--- src/rtl/or16_arbiter_pkg.sv ---
// -----------------------------------------------------------------------------
// or16_arbiter_pkg
// Shared definitions for the two-requester OR arbiter:
//   - datapath width
//   - FSM state encoding (IDLE = 0, HOLD = 1)
//   - requester ID constants
//   - operand pair struct and a small helper for round-robin priority
// -----------------------------------------------------------------------------
package or16_arbiter_pkg;

  localparam int DATA_W = 16;

  // Requester identifiers; also the encoding of grant_id and of the priority
  // register.
  localparam logic REQ_ID_0 = 1'b0;
  localparam logic REQ_ID_1 = 1'b1;

  typedef enum logic {
    ST_IDLE = 1'b0,  // no result held
    ST_HOLD = 1'b1   // result held for the owner in grant_id
  } state_e;

  typedef struct packed {
    logic [DATA_W-1:0] a;
    logic [DATA_W-1:0] b;
  } operands_t;

  // The requester that did not win; receives priority after an acceptance.
  function automatic logic other_id(input logic id);
    return (id == REQ_ID_0) ? REQ_ID_1 : REQ_ID_0;
  endfunction

endpackage : or16_arbiter_pkg

--- src/rtl/or16.sv ---
// -----------------------------------------------------------------------------
// or16
// Gate-level 16-bit bitwise OR. One OR primitive per bit, no behavioural
// operator, so the datapath netlist is fixed regardless of synthesis flow.
//
// Ports:
//   i_a  [15:0] in   operand a
//   i_b  [15:0] in   operand b
//   o_y  [15:0] out  i_a | i_b, bit by bit
// -----------------------------------------------------------------------------
module or16 (
  input  logic [15:0] i_a,
  input  logic [15:0] i_b,
  output wire  [15:0] o_y
);

  for (genvar g = 0; g < 16; g++) begin : g_bit
    or u_or (o_y[g], i_a[g], i_b[g]);
  end

endmodule : or16

--- src/rtl/or16_arbiter.sv ---
// -----------------------------------------------------------------------------
// or16_arbiter
// Two requesters share one registered 16-bit OR unit. A round-robin arbiter
// picks one requester per cycle; the result is held (HOLD) until its owner
// acknowledges it. When the acknowledge and a new acceptance coincide, the new
// result is loaded in the same cycle, giving one operation per cycle.
//
// Parameters:
//   INIT_PRIO          requester (0/1) that holds priority after reset
//
// Ports:
//   clk                in   clock, rising edge
//   rst_n              in   asynchronous active-low reset
//   req_valid_0/1      in   requester presents an operation
//   req_ready_0/1      out  operation accepted when valid & ready at clk edge
//   req_a_0/1,req_b_0/1 in  16-bit operands, sampled on acceptance only
//   rsp_valid_0/1      out  result available for requester 0/1
//   rsp_ready_0/1      in   requester consumes the result
//   rsp_data     [15:0] out shared result, qualified by rsp_valid_x
//   busy               out  high while a result is held
//   grant_id           out  owner of the held result
// -----------------------------------------------------------------------------
module or16_arbiter
  import or16_arbiter_pkg::*;
#(
  parameter logic INIT_PRIO = REQ_ID_0
) (
  input  logic              clk,
  input  logic              rst_n,
  input  logic              req_valid_0,
  input  logic              req_valid_1,
  output logic              req_ready_0,
  output logic              req_ready_1,
  input  logic [DATA_W-1:0] req_a_0,
  input  logic [DATA_W-1:0] req_b_0,
  input  logic [DATA_W-1:0] req_a_1,
  input  logic [DATA_W-1:0] req_b_1,
  output logic              rsp_valid_0,
  output logic              rsp_valid_1,
  input  logic              rsp_ready_0,
  input  logic              rsp_ready_1,
  output logic [DATA_W-1:0] rsp_data,
  output logic              busy,
  output logic              grant_id
);

  state_e            r_state;
  state_e            w_state_next;
  logic              r_grant_id;
  logic              r_prio;
  logic [DATA_W-1:0] r_rsp_data;

  logic              w_sel;
  logic              w_rsp_hs;
  logic              w_can_accept;
  logic              w_accept;
  operands_t         w_ops;
  logic [DATA_W-1:0] w_or_y;

  // ---------------------------------------------------------------------------
  // Arbitration: a lone requester wins outright; on contention the priority
  // holder wins.
  // ---------------------------------------------------------------------------
  // NOTE: every signal assigned in an always_comb gets a default on the first
  // line, so no path leaves it unassigned and no latch is inferred.
  always_comb begin
    w_sel = r_prio;
    if (req_valid_0 && !req_valid_1) begin
      w_sel = REQ_ID_0;
    end else if (req_valid_1 && !req_valid_0) begin
      w_sel = REQ_ID_1;
    end
  end

  // Owner acknowledge; the non-owner's rsp_ready is ignored, and so is
  // everything in IDLE.
  assign w_rsp_hs = (r_state == ST_HOLD) &&
                    ((r_grant_id == REQ_ID_0) ? rsp_ready_0 : rsp_ready_1);

  // A slot is free in IDLE, or in HOLD when the held result leaves this cycle.
  // Gating with rst_n keeps both readies low throughout reset.
  assign w_can_accept = rst_n && ((r_state == ST_IDLE) || w_rsp_hs);

  assign req_ready_0 = w_can_accept && req_valid_0 && (w_sel == REQ_ID_0);
  assign req_ready_1 = w_can_accept && req_valid_1 && (w_sel == REQ_ID_1);

  // Each ready already implies its valid, so this is the acceptance.
  assign w_accept = req_ready_0 || req_ready_1;

  // ---------------------------------------------------------------------------
  // Datapath: operand mux into the gate-level OR unit.
  // ---------------------------------------------------------------------------
  always_comb begin
    w_ops = '{a: req_a_0, b: req_b_0};
    if (w_sel == REQ_ID_1) begin
      w_ops = '{a: req_a_1, b: req_b_1};
    end
  end

  or16 u_or16 (
    .i_a (w_ops.a),
    .i_b (w_ops.b),
    .o_y (w_or_y)
  );

  // ---------------------------------------------------------------------------
  // FSM
  // ---------------------------------------------------------------------------
  always_comb begin
    w_state_next = r_state;
    case (r_state)
      ST_IDLE: begin
        if (w_accept) begin
          w_state_next = ST_HOLD;
        end
      end
      ST_HOLD: begin
        // Handshake with a new acceptance stays in HOLD (back-to-back).
        if (w_rsp_hs && !w_accept) begin
          w_state_next = ST_IDLE;
        end
      end
      default: w_state_next = ST_IDLE;
    endcase
  end

  // NOTE: state registers use non-blocking assignments so every flop samples
  // values from before the edge, independent of process evaluation order.
  always_ff @(posedge clk or negedge rst_n) begin
    if (!rst_n) begin
      r_state <= ST_IDLE;
    end else begin
      r_state <= w_state_next;
    end
  end

  // Result, owner and priority only move on an acceptance; while a result is
  // held without acceptance they stay frozen.
  always_ff @(posedge clk or negedge rst_n) begin
    if (!rst_n) begin
      r_rsp_data <= '0;
      r_grant_id <= REQ_ID_0;
      r_prio     <= INIT_PRIO;
    end else if (w_accept) begin
      r_rsp_data <= w_or_y;
      r_grant_id <= w_sel;
      r_prio     <= other_id(w_sel);
    end
  end

  // ---------------------------------------------------------------------------
  // Outputs: response valids decode from state and owner, so at most one is
  // ever high.
  // ---------------------------------------------------------------------------
  assign rsp_valid_0 = (r_state == ST_HOLD) && (r_grant_id == REQ_ID_0);
  assign rsp_valid_1 = (r_state == ST_HOLD) && (r_grant_id == REQ_ID_1);
  assign busy        = (r_state == ST_HOLD);
  assign grant_id    = r_grant_id;
  assign rsp_data    = r_rsp_data;

endmodule : or16_arbiter

--- config.mk ---
export PLATFORM = sky130hd
export DESIGN_NAME = or16_arbiter
export DESIGN_NICKNAME = d
export VERILOG_FILES = /design/src/rtl/or16_arbiter_pkg.sv /design/src/rtl/or16.sv /design/src/rtl/or16_arbiter.sv
export SDC_FILE = /design/constraint.sdc
export NUM_CORES = 1
export LEC_CHECK = 0
export BUFFER_PORTS_ARGS = -buffer_cell sky130_fd_sc_hd__buf_4
export CORE_MARGIN = 2
export CORE_UTILIZATION = 40
export CTS_BUF_LIST = sky130_fd_sc_hd__clkbuf_4 sky130_fd_sc_hd__clkbuf_8
export DETAILED_ROUTE_END_ITERATION = 8
export PLACE_DENSITY_LB_ADDON = 0.1
export SLEW_MARGIN = 20
export SYNTH_ARGS = -nofsm -noshare
export SYNTH_HDL_FRONTEND = slang
export SYNTH_SLANG_ARGS = --single-unit
--- constraint.sdc ---
create_clock -name clk -period 1.8 [get_ports clk]
set_input_delay 0.09 -clock clk [delete_from_list [all_inputs] [get_ports clk]]
set_output_delay 0.09 -clock clk [all_outputs]
set_load 0.02 [all_outputs]
* Word level (Yosys, flattened, before mapping)
Cells that the tools add are included.
Word-level totals: bits in registers 19, input port bits 70, output and inout bits 22, logic and storage cells 47
Cells by class: mux-type cells 8, bitwise operators 19, reduce and logical (&&, ||, !) cells 16
Operator list (count):
- 32-bit two-way mux | 1
- 1-bit bitwise OR | 16
- 1-bit logical AND | 11
- 1-bit two-way mux | 6
- 1-bit logical NOT | 3
- 1-bit inverter | 3
- 1-bit logical OR | 2
- 1-bit one-hot mux with 2 select lines | 1

* Depth between registers and ports, before layout
Gate-level depths: netlist of run 1.
depth after elaboration 11, mapped depth 6, depth with buffers taken out 4

* By module
A second synthesis of run 1 with hierarchy kept.
Unflattened totals: cells, all modules 108, area, all modules 1463.9 µm²
By module, submodules not included:
- or16_arbiter | times used 1, cells an instance 92, area each 1363.8 µm², sequential area each 475.5 µm²
- or16 | times used 1, cells an instance 16, area each 100.1 µm², sequential area each 0.0 µm²

* Worst setup path before layout of run 1
Ideal clock, no wire load.
path kind register to register, start register r_grant_id, in the netlist grant_id, end register r_rsp_data[0], in the netlist rsp_data[0], library setup time 125 ps, arrival 1575 ps, required time 1675 ps, setup slack 100 ps, stages on the path, launching flop included 7, buffers on the path 2, period minus slack after synthesis 1700 ps, cells stage by stage dfrtp_1 > mux2i_1 > a21boi_2 > o21a_1 > buf_6 > buf_12 > mux2_4
On the way: cells in the longest elaborated chain, start to end 7, elaborated cells on any way between the ends 9, classes of those cells mux: 1; reduce/logical: 8
RTL lines:
- start, declared | RTL line or16_arbiter.sv:49 | logic r_grant_id;
- start signal, assigned | RTL line or16_arbiter.sv:146 | r_grant_id <= w_sel;
- 1-bit two-way mux (*) | RTL line or16_arbiter.sv:78 | ((r_grant_id == REQ_ID_0) ? rsp_ready_0 : rsp_ready_1);
- 1-bit logical AND (*) | RTL line or16_arbiter.sv:77 | assign w_rsp_hs = (r_state == ST_HOLD) &&
- 1-bit logical OR (*) | RTL line or16_arbiter.sv:82 | assign w_can_accept = rst_n && ((r_state == ST_IDLE) || w_rsp_hs);
- 1-bit logical AND (*) | RTL line or16_arbiter.sv:82
- 1-bit logical AND (on tied branches) (2 in series) | RTL line or16_arbiter.sv:84, or16_arbiter.sv:85
- 1-bit logical OR (*) | RTL line or16_arbiter.sv:88 | assign w_accept = req_ready_0 || req_ready_1;
- end signal, assigned | RTL line or16_arbiter.sv:145 | r_rsp_data <= w_or_y;
- end, declared | RTL line or16_arbiter.sv:51 | logic [DATA_W-1:0] r_rsp_data;
Every way passes the cells marked *; elsewhere a longest branch is shown, timed or not. A chain may end at the register's enable or synchronous reset.

* Worst setup path in the final report of run 1
start register r_grant_id, in the netlist grant_id, end output port req_ready_0
On the way: cells in the longest elaborated chain, start to end 6
RTL lines:
- 1-bit two-way mux | RTL line or16_arbiter.sv:78
- 1-bit logical AND | RTL line or16_arbiter.sv:77
- 1-bit logical OR | RTL line or16_arbiter.sv:82
- 1-bit logical AND | RTL line or16_arbiter.sv:82
- 1-bit logical AND (2 in series) | RTL line or16_arbiter.sv:84 | assign req_ready_0 = w_can_accept && req_valid_0 && (w_sel == REQ_ID_0);
- end, declared | RTL line or16_arbiter.sv:32 | output logic req_ready_0,
Every way passes these cells.

==> qor.csv, run 1 <==
metric,value,unit
rows,19,
critPathBufInv,2,
setup_violations,0,
crit_path_frequent_cell,buf_4,
antenna_found_initial,0,
clockBufferDepth,2,
drc_errors,0,
synth.cell_area,0.00113,mm²
clock_sinks,19,
crit_path_max_incr_delay,0.40,ns
critical_path.cell_chain,mux2i_2 -> a21boi_2 -> buf_4 -> and3_2 -> buf_4,
antenna_left,0,
track_usage,18.7,%
clkTransAtPathRegs,0.10,ns
dieHeight,57.1,µm
status,"complete, no violations",
cp_slowest_cell,dfrtp_1,
routedWlPerCell,12.6,µm
fin_util,69.9,%
ys_warn_count,0,
gp_congestion,0.679,
rsz0062_at_grt,no,
hold_viol,0,
holdCritPathClass,in2reg,
fin_nets,271,
clock_latency,0.30,ns
synth.avg_cell_area,11.0,µm²
grt_max_degree,20,
worstPathMaxFanout,5,
drt_first_pass_iters,4,
via_per_inst,4.90,
syn-num-nets,173,
yosys.cell_types.count,18,
die_x,57.1,µm
r2r_slack,0.20,ns
worstPathArrival,1.59,ns
crit_required,1.71,ns
grt_pass1_vias,1165,
cts_buffers,3,
syn_to_final_growth,67.8,%
drive_above_1_share,61.0,%
cp-start-kind,register,
vias,1133,
critical-path-top-delay-family,flip-flops,
pin_count,92,
tightest_slew,0.666,ns
maxSlewHeadroom,55.4,%
slew_violations,0,
ir_worst_vdd,785,µV
crit_type,reg2out,
coreArea,0.00271,mm²
post-route-min-period,1.68,ns
maxCapViolCount,0,
wirelength,2.91,mm
ys_seq_elements,19,
grt_pass1_wl,4.73,mm
post-place-ws,0.184,ns
timing.fmax,596,MHz
io_buffers,91,
diodes,0,
dp_hpwl,2.36,mm
total_leakage_power,0.982,nW
synth-seq-area-share,42.1,%
initial_core_util,41.7,%
drtIter0Drc,13,
final.period_utilization,93.3,%
gr-total-overflow,0,
cellPowerDensity,1000,mW/mm²
setup_tns,0,ns
htree_levels,1,
end_kind,output port,
cts_tree,done,
ctsRootBufferMaster,clkbuf_4,
setup_slack,0.121,ns
clock_skew,0.00727,ns
die-area,0.00327,mm²
netlist_instances,103,
## path summary, 6_finish.rpt
path,cells past startpoint,from,end
setup / recovery,5,grant_id,req_ready_0
hold / removal,2,req_valid_1,r_prio
setup reg to reg,4,r_prio,rsp_data[7]
hold reg to reg,1,rsp_data[11],rsp_data[11]
max in group asynchronous,3,rst_n,r_prio
min in group asynchronous,3,rst_n,rsp_data[1]
## per-layer routing
layer / part of all wire (%) / routed length, µm / global-route usage (%)
met1: 36 / 1050 / 20.1
met2: 52 / 1530 / 34.2
met3: 8.2 / 237 / 3.85
met4: 3.3 / 96 / 9.63
met5: 0 / 0 / 0
## synthesized netlist by cell type
cell      instances  area [µm²]
a31oi_1           1        6.26
and3_2            1        7.51
mux2_4            9         135
inv_1             1        3.75
o21a_1            1        7.51
and2_2            1        7.51
and2b_2           1        8.76
mux2i_1          17         170
o21ai_4           1        16.3
nand2_1           2        7.51
nor2_1           34         128
a21oi_1           3        15.0
mux2_2            7        78.8
a21boi_2          1        11.3
dfrtp_1          19         475
buf_6             2        22.5
a21o_2            1        8.76
buf_12            1        20.0
## cells in the final DEF (no fill, tap or decap), drive strengths merged
cell and instances:
a31oi 1, and2b 1, o21ai 1, a21oi 3
o21a 1, inv 1, and2 1, mux2 16
buf 95, a21o 1, dlygate4sd3 1, a21boi 1
clkbuf 4, dfrtp 19, and3 1, mux2i 17
nor2 34, nand2 2
## power breakdown
group / leakage (nW) / internal, mW / total, mW / switching [mW]
clock network: 0.0184 / 0.101 / 0.232 / 0.131
registers: 0.199 / 0.565 / 0.664 / 0.0990
logic: 0.765 / 0.549 / 0.999 / 0.450
total: 0.982 / 1.21 / 1.90 / 0.680
## stage by stage
| stage | total power, mW | instance area (µm²) | instances | hold WS (ns) |
|---|---|---|---|---|
| after CTS | 1.90 | 1880 | 230 | 0.0229 |
| final | 1.90 | 1900 | 231 | 0.0338 |
| after detailed placement | 1.66 | 1840 | 225 | 0.0735 |
| after global placement | 1.63 | 1840 | 225 | 0.0755 |
| after global routing | 2.01 | 1900 | 231 | 0.0299 |
| after floorplan | 1.24 | 1130 | 103 | -0.206 |
## registers in the layout, summed over array words and instances (netlist names)
| signal | cells |
|---|---|
| rsp_data | 16 |
| grant_id | 1 |
| busy | 1 |
| r_prio | 1 |
## cell families (layout without fill, tap and decap cells)
logic type | count (synthesis) | in the layout | synth area share [%]
buf+inv | 4 | 101 | 4.10
flops | 19 | 19 | 42.1
compound gates | 8 | 8 | 5.76
simple gates | 39 | 39 | 14.1
mux | 33 | 33 | 34.0
## cell type report
| cell class | count | area [µm²] |
|---|---|---|
| clock buffers | 4 | 30.0 |
| fillers | 216 | 815 |
| well taps | 31 | 38.8 |
| flip-flops and latches | 19 | 475 |
| inverters | 1 | 3.75 |
| multi-input cells | 80 | 612 |
| repair buffers | 96 | 736 |
## what timing repair did
item / in CTS / in global routing
hold buffers: 1 / 0
buffers inserted: 0 / 1
resized for setup: 0 / 1
hold endpoints to repair: 19 / 0
setup endpoints to repair: 0 / 1
Note: power is estimated with default switching activity, not from simulation.
==> inputs of run 2 (changes only) <==
--- a/config.mk
+++ b/config.mk
@@ -5,7 +5,7 @@
 export SDC_FILE = /design/constraint.sdc
 export NUM_CORES = 1
 export LEC_CHECK = 0
-export BUFFER_PORTS_ARGS = -buffer_cell sky130_fd_sc_hd__buf_4
+export BUFFER_PORTS_ARGS = -buffer_cell sky130_fd_sc_hd__buf_2
 export CORE_MARGIN = 2
 export CORE_UTILIZATION = 40
 export CTS_BUF_LIST = sky130_fd_sc_hd__clkbuf_4 sky130_fd_sc_hd__clkbuf_8
==> run 2 against run 1 <==
- fmax rose by 1.1%
- wire length fell by 8.9%
- sequential cell count did not move
- clock-buffer cell count fell by 1
- sequential share of layout area rose by 3.7 points
- total power fell by 9.3%
- via count fell by 4.9%
==> qor.csv, run 2 (synthesis results as in run 1) <==
metric,value,unit,change
tightest_slew,0.669,ns,was 0.666 ns
setup_tns,0,ns,unchanged
setup_violations,0,,unchanged
antenna_found_initial,0,,unchanged
end_kind,output port,,unchanged
initial_core_util,41.7,%,unchanged
hold_slack,0.0642,ns,was 0.0338 ns
worstPathArrival,1.57,ns,was 1.59 ns
stdcell_count,230,,was 231
cts_setup_buffers,0,,unchanged
design_area,0.00166,mm²,was 0.00190 mm²
grt_pass1_wl,4.42,mm,was 4.73 mm
dp_hpwl,2.18,mm,was 2.36 mm
drive_above_1_share,61.3,%,was 61.0%
grt_max_degree,20,,unchanged
fin_nets,270,,was 271
track_usage,17.1,%,was 18.7%
cts_buffers,3,,unchanged
rows,19,,unchanged
critical_path.cell_chain,mux2i_2 -> a21boi_2 -> buf_4 -> and3_2 -> buf_2,,was mux2i_2 -> a21boi_2 -> buf_4 -> and3_2 -> buf_4
cellPowerDensity,1040,mW/mm²,was 1000 mW/mm²
routedWlPerCell,11.5,µm,was 12.6 µm
largest_register_ffs,16,,unchanged
fin_util,61.2,%,was 69.9%
ctsRootBufferMaster,clkbuf_4,,unchanged
total_leakage_power,0.891,nW,was 0.982 nW
hold_viol,0,,unchanged
timing.fmax,602,MHz,was 596 MHz
critPathBufInv,2,,unchanged
syn_to_final_growth,46.8,%,was 67.8%
dieHeight,57.1,µm,unchanged
pin_count,92,,unchanged
crit_required,1.71,ns,about the same
diodes,0,,unchanged
die_x,57.1,µm,unchanged
clock_sinks,19,,unchanged
io_buffers,91,,unchanged
htree_levels,1,,unchanged
post_dp_cell_area,0.00162,mm²,was 0.00184 mm²
cp-start-kind,register,,unchanged
gr-total-overflow,0,,unchanged
vias,1078,,was 1133
coreArea,0.00271,mm²,unchanged
power,1.72,mW,was 1.90 mW
grt_pass1_vias,1036,,was 1165
via_per_inst,4.69,,was 4.90
die-area,0.00327,mm²,unchanged
maxCapViolCount,0,,unchanged
slew_violations,0,,unchanged
place_inst,225,,unchanged
crit_path_max_incr_delay,0.42,ns,was 0.40 ns
clockBufferDepth,2,,unchanged
final.period_utilization,92.3,%,was 93.3%
worstPathMaxFanout,5,,unchanged
gp_congestion,0.690,,was 0.679
clock_latency,0.29,ns,was 0.30 ns
wirelength,2.65,mm,was 2.91 mm
final_common_cell,buf_2,,was buf_4
antenna_left,0,,unchanged
post-place-ws,0.160,ns,was 0.184 ns
holdCritPathClass,in2reg,,unchanged
crit_type,reg2out,,unchanged
maxSlewHeadroom,55.2,%,was 55.4%
clock_skew,0.00453,ns,was 0.00727 ns
post-route-min-period,1.66,ns,was 1.68 ns
cp_slowest_cell,dfrtp_2,,was dfrtp_1
ir_worst_vdd,645,µV,was 785 µV
drc_errors,0,,unchanged
cts_tree,done,,unchanged
layout_common_cells,"91 x buf_2, 34 x nor2_1, 18 x dfrtp_1",,"was 94 x buf_4, 34 x nor2_1, 19 x dfrtp_1"
rsz0062_at_grt,no,,unchanged
setup_slack,0.139,ns,was 0.121 ns
clkTransAtPathRegs,0.11,ns,was 0.10 ns
status,"complete, no violations",,unchanged
drt_first_pass_iters,3,,was 4
drtIter0Drc,11,,was 13
critical-path-top-delay-family,flip-flops,,unchanged
## run 2: layer usage
metal	global-route usage, %	up-vias	part of all wire, %
met5	0	-	0
met4	3.99	0	0.57
met3	2.49	2	8.0
met2	31.9	45	53
met1	20.8	487	38
li1	-	544	-
## run 2: final timing paths
check / slack (ns) / endpoint / depth (start not counted) / start
setup / recovery: 0.14 / req_ready_0 / 5 / grant_id
hold / removal: 0.06 / r_prio / 2 / req_valid_1
setup reg to reg: 0.16 / rsp_data[7] / 4 / r_prio
min in group asynchronous: 0.30 / r_prio / 3 / rst_n
hold reg to reg: 0.51 / rsp_data[14] / 1 / rsp_data[14]
max in group asynchronous: 1.28 / grant_id / 3 / rst_n
## run 2: layout make-up
cell class | instances | area, µm²
flip-flops and latches | 19 | 477
clock buffers | 3 | 22.5
clock inverters | 1 | 5.00
fillers | 253 | 1050
multi-input cells | 80 | 612
well taps | 31 | 38.8
repair buffers | 95 | 500
inverters | 1 | 3.75
## run 2: repair_timing
action,in CTS,in global routing
hold endpoints to repair,19,0
hold buffers,1,0
setup endpoints to repair,0,1
resized for setup,0,2
## run 2: power by group
group          internal (mW)  total (mW)  leakage (nW)  switching [mW]
Combinational          0.416       0.849         0.675           0.433
Clock                 0.0824       0.208        0.0177           0.126
Sequential             0.566       0.662         0.198          0.0961
Total                   1.06        1.72         0.891           0.655
